**src/rtl/flex_bus_initiator.sv**
```systemverilog
// Flex register bus initiator: turns one requester command into one bus transaction
// that ends on slave ack or on a wait timeout, then hands back read data and an error flag.
module flex_bus_initiator #(
  parameter int unsigned addr_bus_width = 16,
  parameter int unsigned data_bus_width = 16,
  parameter int unsigned TIMEOUT        = 255
) (
  input  logic                      clk_i,
  input  logic                      reset_i,
  input  logic                      cmd_valid_i,
  output logic                      cmd_ready_o,
  input  logic                      cmd_we_i,
  input  logic [addr_bus_width-1:0] cmd_addr_i,
  input  logic [data_bus_width-1:0] cmd_wdata_i,
  output logic                      rsp_valid_o,
  input  logic                      rsp_ready_i,
  output logic [data_bus_width-1:0] rsp_rdata_o,
  output logic                      rsp_err_o,
  output logic [addr_bus_width-1:0] bus_addr_o,
  output logic                      bus_write_o,
  output logic                      bus_read_o,
  output logic [data_bus_width-1:0] bus_wdata_o,
  input  logic [data_bus_width-1:0] bus_rdata_i,
  input  logic                      bus_ack_i,
  output logic [7:0]                timeout_cnt_o
);

  localparam int unsigned CW = (TIMEOUT > 0) ? $clog2(TIMEOUT + 1) : 1;
  localparam logic [CW-1:0] WAIT_LAST = (TIMEOUT > 0) ? CW'(TIMEOUT - 1) : '0;

  typedef enum logic [1:0] {
    IDLE = 2'd0,
    BUSY = 2'd1,
    RESP = 2'd2
  } state_e;

  state_e                    state_q;
  logic [CW-1:0]             wait_q;
  logic [CW-1:0]             wait_d;
  logic                      cmd_ready_q;
  logic                      rsp_valid_q;
  logic [data_bus_width-1:0] rsp_rdata_q;
  logic                      rsp_err_q;
  logic [addr_bus_width-1:0] bus_addr_q;
  logic [data_bus_width-1:0] bus_wdata_q;
  logic                      bus_write_q;
  logic                      bus_read_q;
  logic [7:0]                timeout_cnt_q;
  logic [7:0]                timeout_cnt_d;
  logic                      timed_out;

  // Wait-expiry detection and saturating timeout-count increment
  always_comb begin
    timed_out     = 1'b0;
    wait_d        = wait_q + CW'(1);
    timeout_cnt_d = timeout_cnt_q;
    if (TIMEOUT != 0) begin
      timed_out = (wait_q == WAIT_LAST);
    end else begin
      timed_out = 1'b0;
    end
    if (timeout_cnt_q == 8'hFF) begin
      timeout_cnt_d = 8'hFF;
    end else begin
      timeout_cnt_d = timeout_cnt_q + 8'd1;
    end
  end

  // Transaction FSM; every output is a register updated here
  always_ff @(posedge clk_i) begin
    if (reset_i) begin
      state_q       <= IDLE;
      wait_q        <= '0;
      cmd_ready_q   <= 1'b1;
      rsp_valid_q   <= 1'b0;
      rsp_rdata_q   <= '0;
      rsp_err_q     <= 1'b0;
      bus_addr_q    <= '0;
      bus_wdata_q   <= '0;
      bus_write_q   <= 1'b0;
      bus_read_q    <= 1'b0;
      timeout_cnt_q <= 8'd0;
    end else begin
      case (state_q)
        IDLE: begin
          if (cmd_valid_i) begin
            bus_addr_q  <= cmd_addr_i;
            bus_wdata_q <= cmd_wdata_i;
            bus_write_q <= cmd_we_i;
            bus_read_q  <= !cmd_we_i;
            wait_q      <= '0;
            cmd_ready_q <= 1'b0;
            state_q     <= BUSY;
          end
        end
        BUSY: begin
          // Ack is checked first so a last-cycle ack beats the timeout
          if (bus_ack_i) begin
            rsp_rdata_q <= bus_read_q ? bus_rdata_i : '0;
            rsp_err_q   <= 1'b0;
            bus_write_q <= 1'b0;
            bus_read_q  <= 1'b0;
            rsp_valid_q <= 1'b1;
            state_q     <= RESP;
          end else if (timed_out) begin
            rsp_rdata_q   <= '0;
            rsp_err_q     <= 1'b1;
            timeout_cnt_q <= timeout_cnt_d;
            bus_write_q   <= 1'b0;
            bus_read_q    <= 1'b0;
            rsp_valid_q   <= 1'b1;
            state_q       <= RESP;
          end else begin
            wait_q <= wait_d;
          end
        end
        RESP: begin
          if (rsp_ready_i) begin
            rsp_valid_q <= 1'b0;
            cmd_ready_q <= 1'b1;
            state_q     <= IDLE;
          end
        end
        default: begin
          state_q     <= IDLE;
          cmd_ready_q <= 1'b1;
          rsp_valid_q <= 1'b0;
          bus_write_q <= 1'b0;
          bus_read_q  <= 1'b0;
        end
      endcase
    end
  end

  assign cmd_ready_o   = cmd_ready_q;
  assign rsp_valid_o   = rsp_valid_q;
  assign rsp_rdata_o   = rsp_rdata_q;
  assign rsp_err_o     = rsp_err_q;
  assign bus_addr_o    = bus_addr_q;
  assign bus_wdata_o   = bus_wdata_q;
  assign bus_write_o   = bus_write_q;
  assign bus_read_o    = bus_read_q;
  assign timeout_cnt_o = timeout_cnt_q;

endmodule
```
**config.mk**
```make
export PLATFORM = sky130hd
export DESIGN_NAME = flex_bus_initiator
export DESIGN_NICKNAME = d
export VERILOG_FILES = /design/src/rtl/flex_bus_initiator.sv
export SDC_FILE = /design/constraint.sdc
export NUM_CORES = 1
export LEC_CHECK = 0
export ABC_AREA = 1
export CAP_MARGIN = 20
export CORE_ASPECT_RATIO = 1.1
export CORE_MARGIN = 3
export CORE_UTILIZATION = 40
export DETAILED_ROUTE_END_ITERATION = 10
export PLACE_DENSITY = 0.8
export RECOVER_POWER = 50
export SYNTH_ARGS = -nofsm -noshare
export SYNTH_HDL_FRONTEND = slang
export SYNTH_SLANG_ARGS = --single-unit
```
**constraint.sdc**
```tcl
create_clock -name clk_i -period 1.9 [get_ports clk_i]
set_clock_uncertainty 0.05 [all_clocks]
set_input_delay 0.19 -clock clk_i [delete_from_list [all_inputs] [get_ports clk_i]]
set_output_delay 0.19 -clock clk_i [all_outputs]
set_load 0.05 [all_outputs]
```
==> report_table.html <==
<table>
<tr><th>Metric</th><th>Value</th></tr>
<tr><th colspan="2">Clock network</th></tr>
<tr><td>CTS tree</td><td>built</td></tr>
<tr><td>Clock slew at reported path FFs</td><td>0.08 ns</td></tr>
<tr><td>Worst-skew pair later-pin latency</td><td>0.35 ns</td></tr>
<tr><td>Buffer type at the clock tree root</td><td>clkbuf_8</td></tr>
<tr><td>Postcts setup bufs</td><td>0</td></tr>
<tr><td>Post-cts hold buffer count</td><td>0</td></tr>
<tr><td>Clock tree buffer depth</td><td>2</td></tr>
<tr><td>H-tree Lvls</td><td>3</td></tr>
<tr><td>Clock buffer count from CTS</td><td>9</td></tr>
<tr><td>Count of clock tree sinks</td><td>71</td></tr>
<tr><th colspan="2">GRT</th></tr>
<tr><td>Wire length of the first global-routing pass</td><td>12.6 mm</td></tr>
<tr><td>Number of antenna violations at the first check in global routing</td><td>0</td></tr>
<tr><td>Grt total ovfl</td><td>0</td></tr>
<tr><td>Maximum number of pins on one net before global-route repair</td><td>35</td></tr>
<tr><td>Via count of the first global-routing pass</td><td>2889</td></tr>
<tr><td>Overall track demand over capacity in global routing</td><td>0.194</td></tr>
<tr><th colspan="2">Worst setup path</th></tr>
<tr><td>Slowest Stage Delay on Critical Path</td><td>0.83 ns</td></tr>
<tr><td>Setup slack, reg-to-reg</td><td>0.23 ns</td></tr>
<tr><td>Start-to-end type of the worst setup path</td><td>flop to output port</td></tr>
<tr><td>Cell at the slowest stage of the critical path</td><td>clkdlybuf4s50_1</td></tr>
<tr><td>Worst path required time</td><td>1.66 ns</td></tr>
<tr><td>Critical-path cell list</td><td>clkdlybuf4s50_1</td></tr>
<tr><td>Max FO, Critical Path</td><td>5</td></tr>
<tr><td>Cell depth of the worst flop-to-flop path</td><td>9</td></tr>
<tr><td>Reg-to-reg endpoint</td><td>wait_q[1]$_SDFFE_PP0P_</td></tr>
<tr><td>Worst R2R Start</td><td>wait_q[0]$_SDFFE_PP0P_</td></tr>
<tr><td>Delay-heaviest family, CP</td><td>buffers and inverters</td></tr>
<tr><td>Worst setup SP type</td><td>flop</td></tr>
<tr><td>Crit end category</td><td>output port</td></tr>
<tr><td>Logic depth of the worst setup path including buffers</td><td>1</td></tr>
<tr><td>Critical Path End</td><td>timeout_cnt_o[2]</td></tr>
<tr><td>Critical Path Start</td><td>timeout_cnt_o[2]$_SDFFE_PP0P_</td></tr>
<tr><td>Critical path data arrival time</td><td>1.60 ns</td></tr>
<tr><td>Critical path buffer and inverter count</td><td>1</td></tr>
<tr><th colspan="2">Synthesis</th></tr>
<tr><td>Seq cells post-synth</td><td>71</td></tr>
<tr><td>Post-synth EDFFs</td><td>0</td></tr>
<tr><td>Library cells used by synthesis</td><td>24</td></tr>
<tr><td>Proportion of synthesized chip area in sequential cells</td><td>0.488</td></tr>
<tr><td>Yosys warns</td><td>0</td></tr>
<tr><td>Net Count, Synth</td><td>462</td></tr>
<tr><td>Average cell area after synthesis</td><td>7.20 um^2</td></tr>
<tr><td>Synth Instances</td><td>405</td></tr>
<tr><td>Most frequent cell after synthesis</td><td>nand2_1</td></tr>
<tr><td>Synth area leaders</td><td>dfxtp_1 49%, nand2_1 12%, nor2_1 11%, o21ai_0 6.4%, a21oi_1 5.2%</td></tr>
<tr><td>Post-synth ARST share</td><td>0</td></tr>
<tr><td>Commonest cells in the netlist</td><td>93 x nand2_1, 88 x nor2_1, 71 x dfxtp_1, 37 x o21ai_0, 30 x a21oi_1</td></tr>
<tr><td>Top-area cell type share of the netlist area</td><td>0.488</td></tr>
<tr><td>Synth Flop Type</td><td>dfxtp_1</td></tr>
<tr><td>Area leader, netlist</td><td>dfxtp_1</td></tr>
<tr><td>Post-synthesis cell area</td><td>2920 um^2</td></tr>
<tr><th colspan="2">Route</th></tr>
<tr><td>Total wire length after detailed routing</td><td>7.86 mm</td></tr>
<tr><td>Iteration count of the initial detailed-routing pass</td><td>4</td></tr>
<tr><td>DRT iter0 DRCs</td><td>117</td></tr>
<tr><td>Drt wl/cell</td><td>12.9 um</td></tr>
<tr><td>Remaining routing DRC violations</td><td>0</td></tr>
<tr><td>Number of antenna-violating nets in the routed design</td><td>0</td></tr>
<tr><td>Total via count in the routed design</td><td>2984</td></tr>
<tr><td>Routed via count divided by cell count</td><td>4.88</td></tr>
<tr><th colspan="2">Floorplan</th></tr>
<tr><td>Std-Cell Rows</td><td>32</td></tr>
<tr><td>Starting Density</td><td>0.414</td></tr>
<tr><td>Top-level I/O count</td><td>115</td></tr>
<tr><td>Die area</td><td>8350 um^2</td></tr>
<tr><td>Overall die height</td><td>95.5 um</td></tr>
<tr><td>Area of the core</td><td>7050 um^2</td></tr>
<tr><td>Horiz. Die Dim</td><td>87.4 um</td></tr>
<tr><th colspan="2">Final layout</th></tr>
<tr><td>Fraction of final layout cells sized beyond drive strength 1</td><td>0.0665</td></tr>
<tr><td>Fin area</td><td>4330 um^2</td></tr>
<tr><td>ANT cells</td><td>0</td></tr>
<tr><td>Area growth, synth to finish</td><td>48.4%</td></tr>
<tr><td>NumNets Final</td><td>578</td></tr>
<tr><th colspan="2">STA</th></tr>
<tr><td>Period Utilization, post-route</td><td>0.969</td></tr>
<tr><td>Worst-margin pin slew</td><td>0.595 ns</td></tr>
<tr><td>Sum of negative setup slack</td><td>0 ns</td></tr>
<tr><td>Final setup violation count</td><td>0</td></tr>
<tr><td>Number of hold violations in the final report</td><td>0</td></tr>
<tr><td>Max Slew Vio Count</td><td>0</td></tr>
<tr><td>Time the worst path needs with I/O delays and setup</td><td>1.84 ns</td></tr>
<tr><td>Smallest setup slack after layout</td><td>0.0596 ns</td></tr>
<tr><td>Maximum clock frequency</td><td>543 MHz</td></tr>
<tr><td>Unrepaired setup endpoints after global routing</td><td>false</td></tr>
<tr><td>Worst slew slack as a fraction of its limit</td><td>0.605</td></tr>
<tr><th colspan="2">Power and ir drop</th></tr>
<tr><td>Power density of the placed cells</td><td>851 nW/um^2</td></tr>
<tr><td>Leakage</td><td>1.66 nW</td></tr>
<tr><td>Worst vdd rail ir drop</td><td>613 uV</td></tr>
<tr><th colspan="2">Placed design</th></tr>
<tr><td>Buffers on Ports</td><td>114</td></tr>
<tr><td>Placed standard-cell area</td><td>4160 um^2</td></tr>
<tr><td>Total half-perimeter wirelength after legalization and detailed placement</td><td>5.75 mm</td></tr>
<tr><td>Post-Place Setup Slack</td><td>0.275 ns</td></tr>
<tr><td>Weighted congestion reported at the end of routability-driven placement</td><td>0.885</td></tr>
<tr><th colspan="2">Outcome</th></tr>
<tr><td>Result of the run</td><td>finished, final reports clean</td></tr>
<tr><th colspan="2">Flow run</th></tr>
<tr><td>Max Cap Viol</td><td>0</td></tr>
<tr><th colspan="2">Hold path</th></tr>
<tr><td>Tightest Hold Check Type</td><td>input port to flop</td></tr>
</table>
worst min path at each step:
stage                                      from                            to  slack [ns]  cells past startpoint
finish                           bus_rdata_i[0]   rsp_rdata_o[0]$_SDFFE_PP0P_        0.34                      3
detailed placement  rsp_rdata_o[3]$_SDFFE_PP0P_   rsp_rdata_o[3]$_SDFFE_PP0P_        0.41                      2
floorplan                       bus_rdata_i[10]  rsp_rdata_o[10]$_SDFFE_PP0P_        0.29                      2
global placement    rsp_rdata_o[2]$_SDFFE_PP0P_   rsp_rdata_o[2]$_SDFFE_PP0P_        0.40                      2
CTS                             bus_rdata_i[13]  rsp_rdata_o[13]$_SDFFE_PP0P_        0.33                      3
global route                     bus_rdata_i[7]   rsp_rdata_o[7]$_SDFFE_PP0P_        0.35                      3
layout make-up:
| class | count | area (um^2) |
|---|---|---|
| Clock buffer | 9 | 124 |
| Fill cell | 605 | 2720 |
| Sequential cell | 71 | 1420 |
| Timing Repair Buffer | 120 | 1180 |
| Clock inverter | 7 | 95.1 |
| Inverter | 25 | 93.8 |
| Multi-Input combinational cell | 294 | 1310 |
| Tap cell | 85 | 106 |
state kept, by name, summed over array words and instances, names as in the netlist:
register,flops
bus_addr_o,16
bus_wdata_o,16
rsp_rdata_o,16
timeout_cnt_o,8
wait_q,8
state_q,2
bus_read_o,1
bus_write_o,1
cmd_ready_o,1
rsp_err_o,1
rsp_valid_o,1
metal layers:
metal,track usage,share of wire,routed length (um)
met1,0.217,0.41,3210
met2,0.322,0.48,3780
met3,0.0735,0.087,687
met4,0.0921,0.023,179
met5,0,0,0
kinds of logic (layout without fill, tap and decap cells):
logic type      Yosys count  in the layout  share of synthesized area
buf+inv                  40            161                     0.0579
fa+ha+maj                 3              3                     0.0129
xor+xnor                  1              1                    0.00300
flops                    71             71                      0.488
compound gates           69             69                      0.121
simple gates            221            221                      0.318
metrics by stage:
stage / std cells / util / hold slack, ns / total power (W)
finish: 611 / 0.614 / 0.342 / 0.00368
global route: 611 / 0.614 / 0.348 / 0.00383
CTS: 611 / 0.621 / 0.333 / 0.00371
detailed placement: 595 / 0.590 / 0.407 / 0.00239
global placement: 595 / 0.590 / 0.397 / 0.00238
floorplan: 405 / - / 0.287 / 0.00208
what timing repair did:
item,4_1_cts,5_1_grt
endpoints found under the hold margin,0,0
setup endpoints to repair,0,5
gates resized for setup,0,5
cells in the final DEF, fill, tap and decap left out, drive strengths merged, types with 4 or more instances in the layout:
cell type      instances
clkbuf                14
nor2                  90
dfxtp                 71
clkdlybuf4s50        109
nand4                  5
nand2                 98
a21oi                 31
nor3                   4
o21ai                 37
inv                   26
buf                    6
nand3                 20
where the power goes:
group | switching [W] | internal, W | total [W]
Sequential | 0.0000448 | 0.00157 | 0.00161
Combinational | 0.000451 | 0.000286 | 0.000737
Clock | 0.000595 | 0.000741 | 0.00134
Total | 0.00109 | 0.00259 | 0.00368
No activity file was read; power rests on OpenSTA's default activity.
